$ cat config.mk
export PLATFORM = sky130hd
export DESIGN_NAME = matmul_ctrl_seq
export DESIGN_NICKNAME = d
export VERILOG_FILES = /design/src/rtl/matmul_ctrl_seq.sv
export SDC_FILE = /design/constraint.sdc
export NUM_CORES = 1
export LEC_CHECK = 0
export ABC_CLOCK_PERIOD_IN_PS = 9300
export CORE_ASPECT_RATIO = 0.8
export CORE_MARGIN = 8
export CORE_UTILIZATION = 59
export DETAILED_ROUTE_END_ITERATION = 8
export GPL_ROUTABILITY_DRIVEN = 0
export HOLD_SLACK_MARGIN = 0.06
export PLACE_DENSITY_LB_ADDON = 0.08
export SLEW_MARGIN = 10
export SYNTH_ARGS = -nofsm -noshare
export SYNTH_HDL_FRONTEND = slang
export SYNTH_SLANG_ARGS = --single-unit
$ cat constraint.sdc
create_clock -name clk_i -period 9.3 [get_ports clk_i]
set_clock_uncertainty 0.1 [all_clocks]
set_input_delay 1.86 -clock clk_i [delete_from_list [all_inputs] [get_ports clk_i]]
set_output_delay 1.86 -clock clk_i [all_outputs]
set_load 0.01 [all_outputs]
$ cat src/rtl/matmul_ctrl_seq.sv
// Matmul control sequencer: latches the control word on a start edge and walks LOAD_A, LOAD_B, COMPUTE, WRITEBACK, DONE.
// Outputs are registered and valid in the cycle their state occupies; writeback stalls in place while wr_ready_i is low.
module matmul_ctrl_seq #(
    parameter int ADDR_W = 4
) (
    input  logic              clk_i,
    input  logic              rst_i,
    input  logic [15:0]       ctrl_reg_i,
    output logic              rd_en_o,
    output logic              rd_sel_o,
    output logic [ADDR_W-1:0] rd_addr_o,
    output logic              pe_en_o,
    output logic              acc_en_o,
    output logic              wr_en_o,
    output logic [ADDR_W-1:0] wr_addr_o,
    output logic [1:0]        wr_target_o,
    input  logic              wr_ready_i,
    output logic              busy_o,
    output logic              done_o,
    output logic              clear_start_o,
    output logic              err_o
);

    typedef enum logic [2:0] {
        S_IDLE,
        S_LOAD_A,
        S_LOAD_B,
        S_COMPUTE,
        S_WRITEBACK,
        S_DONE
    } state_t;

    state_t            r_state, w_state_nxt;
    logic [4:0]        r_cnt, w_cnt_nxt;
    logic              r_start_q;
    logic              w_launch;
    logic [2:0]        r_n, r_k, r_m;
    logic              r_mode, r_reload_a, r_reload_b;
    logic [1:0]        r_wr_target;
    logic [4:0]        w_nk, w_km, w_nm, w_cyc;
    logic              w_mode_eff;

    logic              r_rd_en, r_rd_sel, r_pe_en, r_acc_en, r_wr_en;
    logic              r_busy, r_done, r_err;
    logic [ADDR_W-1:0] r_rd_addr, r_wr_addr;
    logic              w_rd_en, w_rd_sel, w_pe_en, w_acc_en, w_wr_en, w_busy, w_done;
    logic [ADDR_W-1:0] w_rd_addr, w_wr_addr;

    assign w_launch = ctrl_reg_i[0] & ~r_start_q;
    assign w_nk     = {2'b00, r_n} * {2'b00, r_k};
    assign w_km     = {2'b00, r_k} * {2'b00, r_m};
    assign w_nm     = {2'b00, r_n} * {2'b00, r_m};
    assign w_cyc    = {2'b00, r_k} + {2'b00, r_n} + {2'b00, r_m} - 5'd2;
    // Mode is not latched yet when IDLE launches straight into COMPUTE.
    assign w_mode_eff = (r_state == S_IDLE) ? ctrl_reg_i[1] : r_mode;

    always_comb begin
        w_state_nxt = r_state;
        w_cnt_nxt   = r_cnt;
        case (r_state)
            S_IDLE: begin
                if (w_launch) begin
                    w_cnt_nxt = 5'd0;
                    if (ctrl_reg_i[14])      w_state_nxt = S_LOAD_A;
                    else if (ctrl_reg_i[15]) w_state_nxt = S_LOAD_B;
                    else                     w_state_nxt = S_COMPUTE;
                end
            end
            S_LOAD_A: begin
                if (r_cnt == w_nk - 5'd1) begin
                    w_cnt_nxt   = 5'd0;
                    w_state_nxt = r_reload_b ? S_LOAD_B : S_COMPUTE;
                end else begin
                    w_cnt_nxt = r_cnt + 5'd1;
                end
            end
            S_LOAD_B: begin
                if (r_cnt == w_km - 5'd1) begin
                    w_cnt_nxt   = 5'd0;
                    w_state_nxt = S_COMPUTE;
                end else begin
                    w_cnt_nxt = r_cnt + 5'd1;
                end
            end
            S_COMPUTE: begin
                if (r_cnt == w_cyc - 5'd1) begin
                    w_cnt_nxt   = 5'd0;
                    w_state_nxt = S_WRITEBACK;
                end else begin
                    w_cnt_nxt = r_cnt + 5'd1;
                end
            end
            S_WRITEBACK: begin
                if (wr_ready_i) begin
                    if (r_cnt == w_nm - 5'd1) begin
                        w_cnt_nxt   = 5'd0;
                        w_state_nxt = S_DONE;
                    end else begin
                        w_cnt_nxt = r_cnt + 5'd1;
                    end
                end
            end
            S_DONE:  w_state_nxt = S_IDLE;
            default: w_state_nxt = S_IDLE;
        endcase

        // Output strobes are decoded from the next state so the flops line up with it.
        w_rd_en   = (w_state_nxt == S_LOAD_A) || (w_state_nxt == S_LOAD_B);
        w_rd_sel  = (w_state_nxt == S_LOAD_B);
        w_rd_addr = w_rd_en ? ADDR_W'(w_cnt_nxt) : '0;
        w_pe_en   = (w_state_nxt == S_COMPUTE);
        w_acc_en  = w_pe_en & w_mode_eff;
        w_wr_en   = (w_state_nxt == S_WRITEBACK);
        w_wr_addr = w_wr_en ? ADDR_W'(w_cnt_nxt) : '0;
        w_busy    = (w_state_nxt != S_IDLE);
        w_done    = (w_state_nxt == S_DONE);
    end

    always_ff @(posedge clk_i or posedge rst_i) begin
        if (rst_i) begin
            r_state     <= S_IDLE;
            r_cnt       <= 5'd0;
            r_start_q   <= 1'b0;
            r_n         <= 3'd0;
            r_k         <= 3'd0;
            r_m         <= 3'd0;
            r_mode      <= 1'b0;
            r_reload_a  <= 1'b0;
            r_reload_b  <= 1'b0;
            r_wr_target <= 2'd0;
            r_rd_en     <= 1'b0;
            r_rd_sel    <= 1'b0;
            r_rd_addr   <= '0;
            r_pe_en     <= 1'b0;
            r_acc_en    <= 1'b0;
            r_wr_en     <= 1'b0;
            r_wr_addr   <= '0;
            r_busy      <= 1'b0;
            r_done      <= 1'b0;
            r_err       <= 1'b0;
        end else begin
            r_state   <= w_state_nxt;
            r_cnt     <= w_cnt_nxt;
            r_start_q <= ctrl_reg_i[0];
            if ((r_state == S_IDLE) && w_launch) begin
                r_n         <= {1'b0, ctrl_reg_i[9:8]} + 3'd1;
                r_k         <= {1'b0, ctrl_reg_i[11:10]} + 3'd1;
                r_m         <= {1'b0, ctrl_reg_i[13:12]} + 3'd1;
                r_mode      <= ctrl_reg_i[1];
                r_wr_target <= ctrl_reg_i[3:2];
                r_reload_a  <= ctrl_reg_i[14];
                r_reload_b  <= ctrl_reg_i[15];
            end
            r_rd_en   <= w_rd_en;
            r_rd_sel  <= w_rd_sel;
            r_rd_addr <= w_rd_addr;
            r_pe_en   <= w_pe_en;
            r_acc_en  <= w_acc_en;
            r_wr_en   <= w_wr_en;
            r_wr_addr <= w_wr_addr;
            r_busy    <= w_busy;
            r_done    <= w_done;
            r_err     <= w_launch & (r_state != S_IDLE);
        end
    end

    assign rd_en_o       = r_rd_en;
    assign rd_sel_o      = r_rd_sel;
    assign rd_addr_o     = r_rd_addr;
    assign pe_en_o       = r_pe_en;
    assign acc_en_o      = r_acc_en;
    assign wr_en_o       = r_wr_en;
    assign wr_addr_o     = r_wr_addr;
    assign wr_target_o   = r_wr_target;
    assign busy_o        = r_busy;
    assign done_o        = r_done;
    assign clear_start_o = r_done;
    assign err_o         = r_err;

endmodule

==> run_results.csv <==
group,metric,value,unit
floorplan,dieArea,7390,sq um
worst_setup_path,critPathCaptureType,"register",
clock_network,cts_tree,"done",
floorplan,fp.dieW,94.2,um
clock_network,cts_num_sinks,38,
logic_synthesis,synthMuxAreaShare,5.69,%
drt,drt-total-wl,5.63,mm
grt,grt_pass1_wl,9.74,mm
clock_network,clk_pin_slew_worst_paths,0.08,ns
floorplan,core-area,4650,sq um
logic_synthesis,yosysWarnings,0,
logic_synthesis,synth_cell_types,43,
worst_setup_path,crit_path_end,"acc_en_o",
logic_synthesis,synth_xor_area_share,10.9,%
timing,fin_ws,5.57,ns
timing,min_period,3.73,ns
timing,rsz0062_at_grt,"no",
power,ir_drop,0.0831,mV
worst_setup_path,arrival,3.82,ns
placed_design,dp.final_hpwl,4.49,mm
clock_network,hold_buffers,0,
cells_and_area,multiInputGateArea,1780,sq um
worst_setup_path,cp-startpoint,"ctrl_reg_i[0]",
timing,worst_pin_slew,0.744,ns
floorplan,num_rows,22,
timing,setup_tns,0,ns
worst_setup_path,critical_path.max_fanout,18,
cells_and_area,register_area,951,sq um
worst_setup_path,r2r-start,"r_n[1]",
clock_network,cts-htree-levels,2,
logic_synthesis,synth_top_family_by_area,"adder cells",
logic_synthesis,synth.cell_area,2880,sq um
drt,num_vias,2055,
worst_setup_path,ff2ff_path_depth,11,
hold_path,hp-class,"register to register",
cells_and_area,fillers,388,
clock_network,post_cts_buffers,0,
clock_network,clockBufferDepth,2,
placed_design,pre_cts_slack,5.21,ns
logic_synthesis,seq_area_frac_synth,33.0,%
drt,drtPass1Iterations,4,
grt,antenna_found_initial,0,
drt,drc,0,
grt,grt_use_total,16.5,%
clock_network,ctsResizeCount,0,
timing,setup_viol,0,
timing,slew_violations,0,
logic_synthesis,ys_ff_latch,38,
worst_setup_path,start_kind,"primary input",
timing,relSlewSlack,50.4,%
status,status,"completed",
cells_and_area,area_growth,16.2,%
clock_network,clock_latency,0.29,ns
worst_setup_path,rrSetupSlack,5.63,ns
worst_setup_path,r2r-end,"r_cnt[3]",
run,cap_violations,0,
power,finalPower,461,uW
logic_synthesis,synthAdderAreaFrac,21.4,%
clock_network,cts_inserted_buffers,5,
grt,gr-total-overflow,0,
placed_design,place_area,3260,sq um
timing,finalCritPeriodShare,40.1,%
timing,hold_viol_final,0,
cells_and_area,final_core_util,72.0,%
placed_design,port_buffers,33,
logic_synthesis,syn_nets,343,
cells_and_area,fin_nets,377,
worst_setup_path,critPathKind,"primary input to register",
logic_synthesis,synth_edf_count,0,
floorplan,io_pins,38,
logic_synthesis,synth-simple-area-share,14.4,%
grt,grt_max_degree,39,
logic_synthesis,synthArstFlopShare,100,%
power,power_density,138,nW/um^2
floorplan,initial_core_util,62.0,%
floorplan,dieHeight,78.5,um
drt,antenna_left,0,
timing,fmax,0.268,GHz
cells_and_area,finish.instance_area,3350,sq um
logic_synthesis,syn_inst,280,
cells_and_area,num_antenna_cells,0,
grt,grt_pass1_vias,2133,
drt,first_iter_violations,74,
logic_synthesis,synth_compound_area_share,9.51,%
logic_synthesis,ys.flop_type,"dfrtp_1",
drt,wl_per_cell,15.0,um
drt,viasPerCell,5.48,
clock_network,cts_root_buf,"clkbuf_8",
logic_synthesis,synth.avg_cell_area,10.3,sq um
worst_setup_path,cp.required,9.39,ns
cells_and_area,drive_above_1_share,9.52,%
power,power_leakage,1.53,nW
## cells by family after synthesis
group / after synthesis
AOI/OAI and AO/OA: 37
xor gates and xnor gates: 31
adders and majority gates: 44
buffers and inverters: 36
DFF: 38
muxes: 15
and+or+nand+nor: 79
## cell usage after synthesis (2+ instances only)
cell	count	area share (%)
nor3_1	3	0.52
inv_1	29	3.8
xor2_1	5	1.5
and3_1	2	0.43
xnor2_1	23	7.0
buf_2	2	0.35
nand2_1	31	4.0
nor2_1	11	1.4
nand3_1	4	0.69
nor4_1	2	0.43
mux2i_1	4	1.4
a21oi_1	12	2.1
buf_4	3	0.78
nor2b_1	6	1.3
nand2b_1	3	0.65
xnor3_1	3	2.3
nand3b_1	2	0.52
a21o_1	3	0.78
and2_1	9	2.0
clkbuf_1	2	0.26
o21ai_0	8	1.4
fa_1	9	6.2
mux2_2	11	4.3
o21ai_1	2	0.35
a31o_2	2	0.61
dfrtp_1	38	33
ha_1	35	15
## flip-flops by register name, indices dropped and copies added, names as in the netlist, 2 cells and up
name	flops
wr_addr_o	4
wr_target_o	2
rd_addr_o	4
r_state	3
r_cnt	5
r_n	3
r_m	3
r_k	3
## metal layers
metal | vias to the layer above | track usage, % | wire length (um) | share of wire [%]
met1 | 992 | 21.3 | 2560 | 45
met5 | - | 0 | 0 | 0
met3 | 7 | 4.47 | 353 | 6.3
met2 | 51 | 26.1 | 2670 | 47
met4 | 0 | 5.06 | 56 | 0.99
li1 | 1005 | - | - | -
## area by class of cell
cell class	instances	area share (%)
clock inverters	2	0.373
inverters	29	3.25
repair buffers	34	10.1
clock buffers	6	2.46
well taps	60	2.24
multi-input cells	206	53.2
flip-flops and latches	38	28.4
## how the worst min path moves through the flow
stage               slack, ns           start  cells after the start        endpoint
detailed placement       0.39  wr_target_o[1]                      1  wr_target_o[1]
global placement         0.39          r_mode                      1          r_mode
global route             0.44          r_mode                      1          r_mode
CTS                      0.42  wr_target_o[1]                      1  wr_target_o[1]
floorplan                0.38          r_mode                      1          r_mode
finish                   0.42  wr_target_o[1]                      1  wr_target_o[1]
## critical path: stages
cell	delay (ns)
clkdlybuf4s50_1	0.42
nand2b_1	0.11
nand2b_1	0.60
o21ai_0	0.17
a31oi_1	0.23
and2_1	0.24
and3b_1	0.19
## where the power goes
group          internal (mW)  switching (mW)  leakage, nW  total, mW
clock                 0.0596          0.0621       0.0472      0.122
combinational         0.0685          0.0609        0.985      0.129
sequential             0.182          0.0279        0.499      0.210
## layout by cell type, fill, tap and decap left out, types with 8 or more instances in the layout
master           count
o21ai_0              8
nor2_1              11
dfrtp_1             38
ha_1                35
nand2_1             31
fa_1                 9
a21oi_1             12
clkdlybuf4s50_1     33
inv_1               29
and2_1               9
xnor2_1             23
mux2_2              11
## through the flow
step                      instances  hold WS (ns)
after global placement          367         0.386
final                           375         0.417
after floorplan                 280         0.375
after detailed placement        367         0.393
after CTS                       375         0.422
after global routing            375         0.439
(Power assumes the default switching activity.)
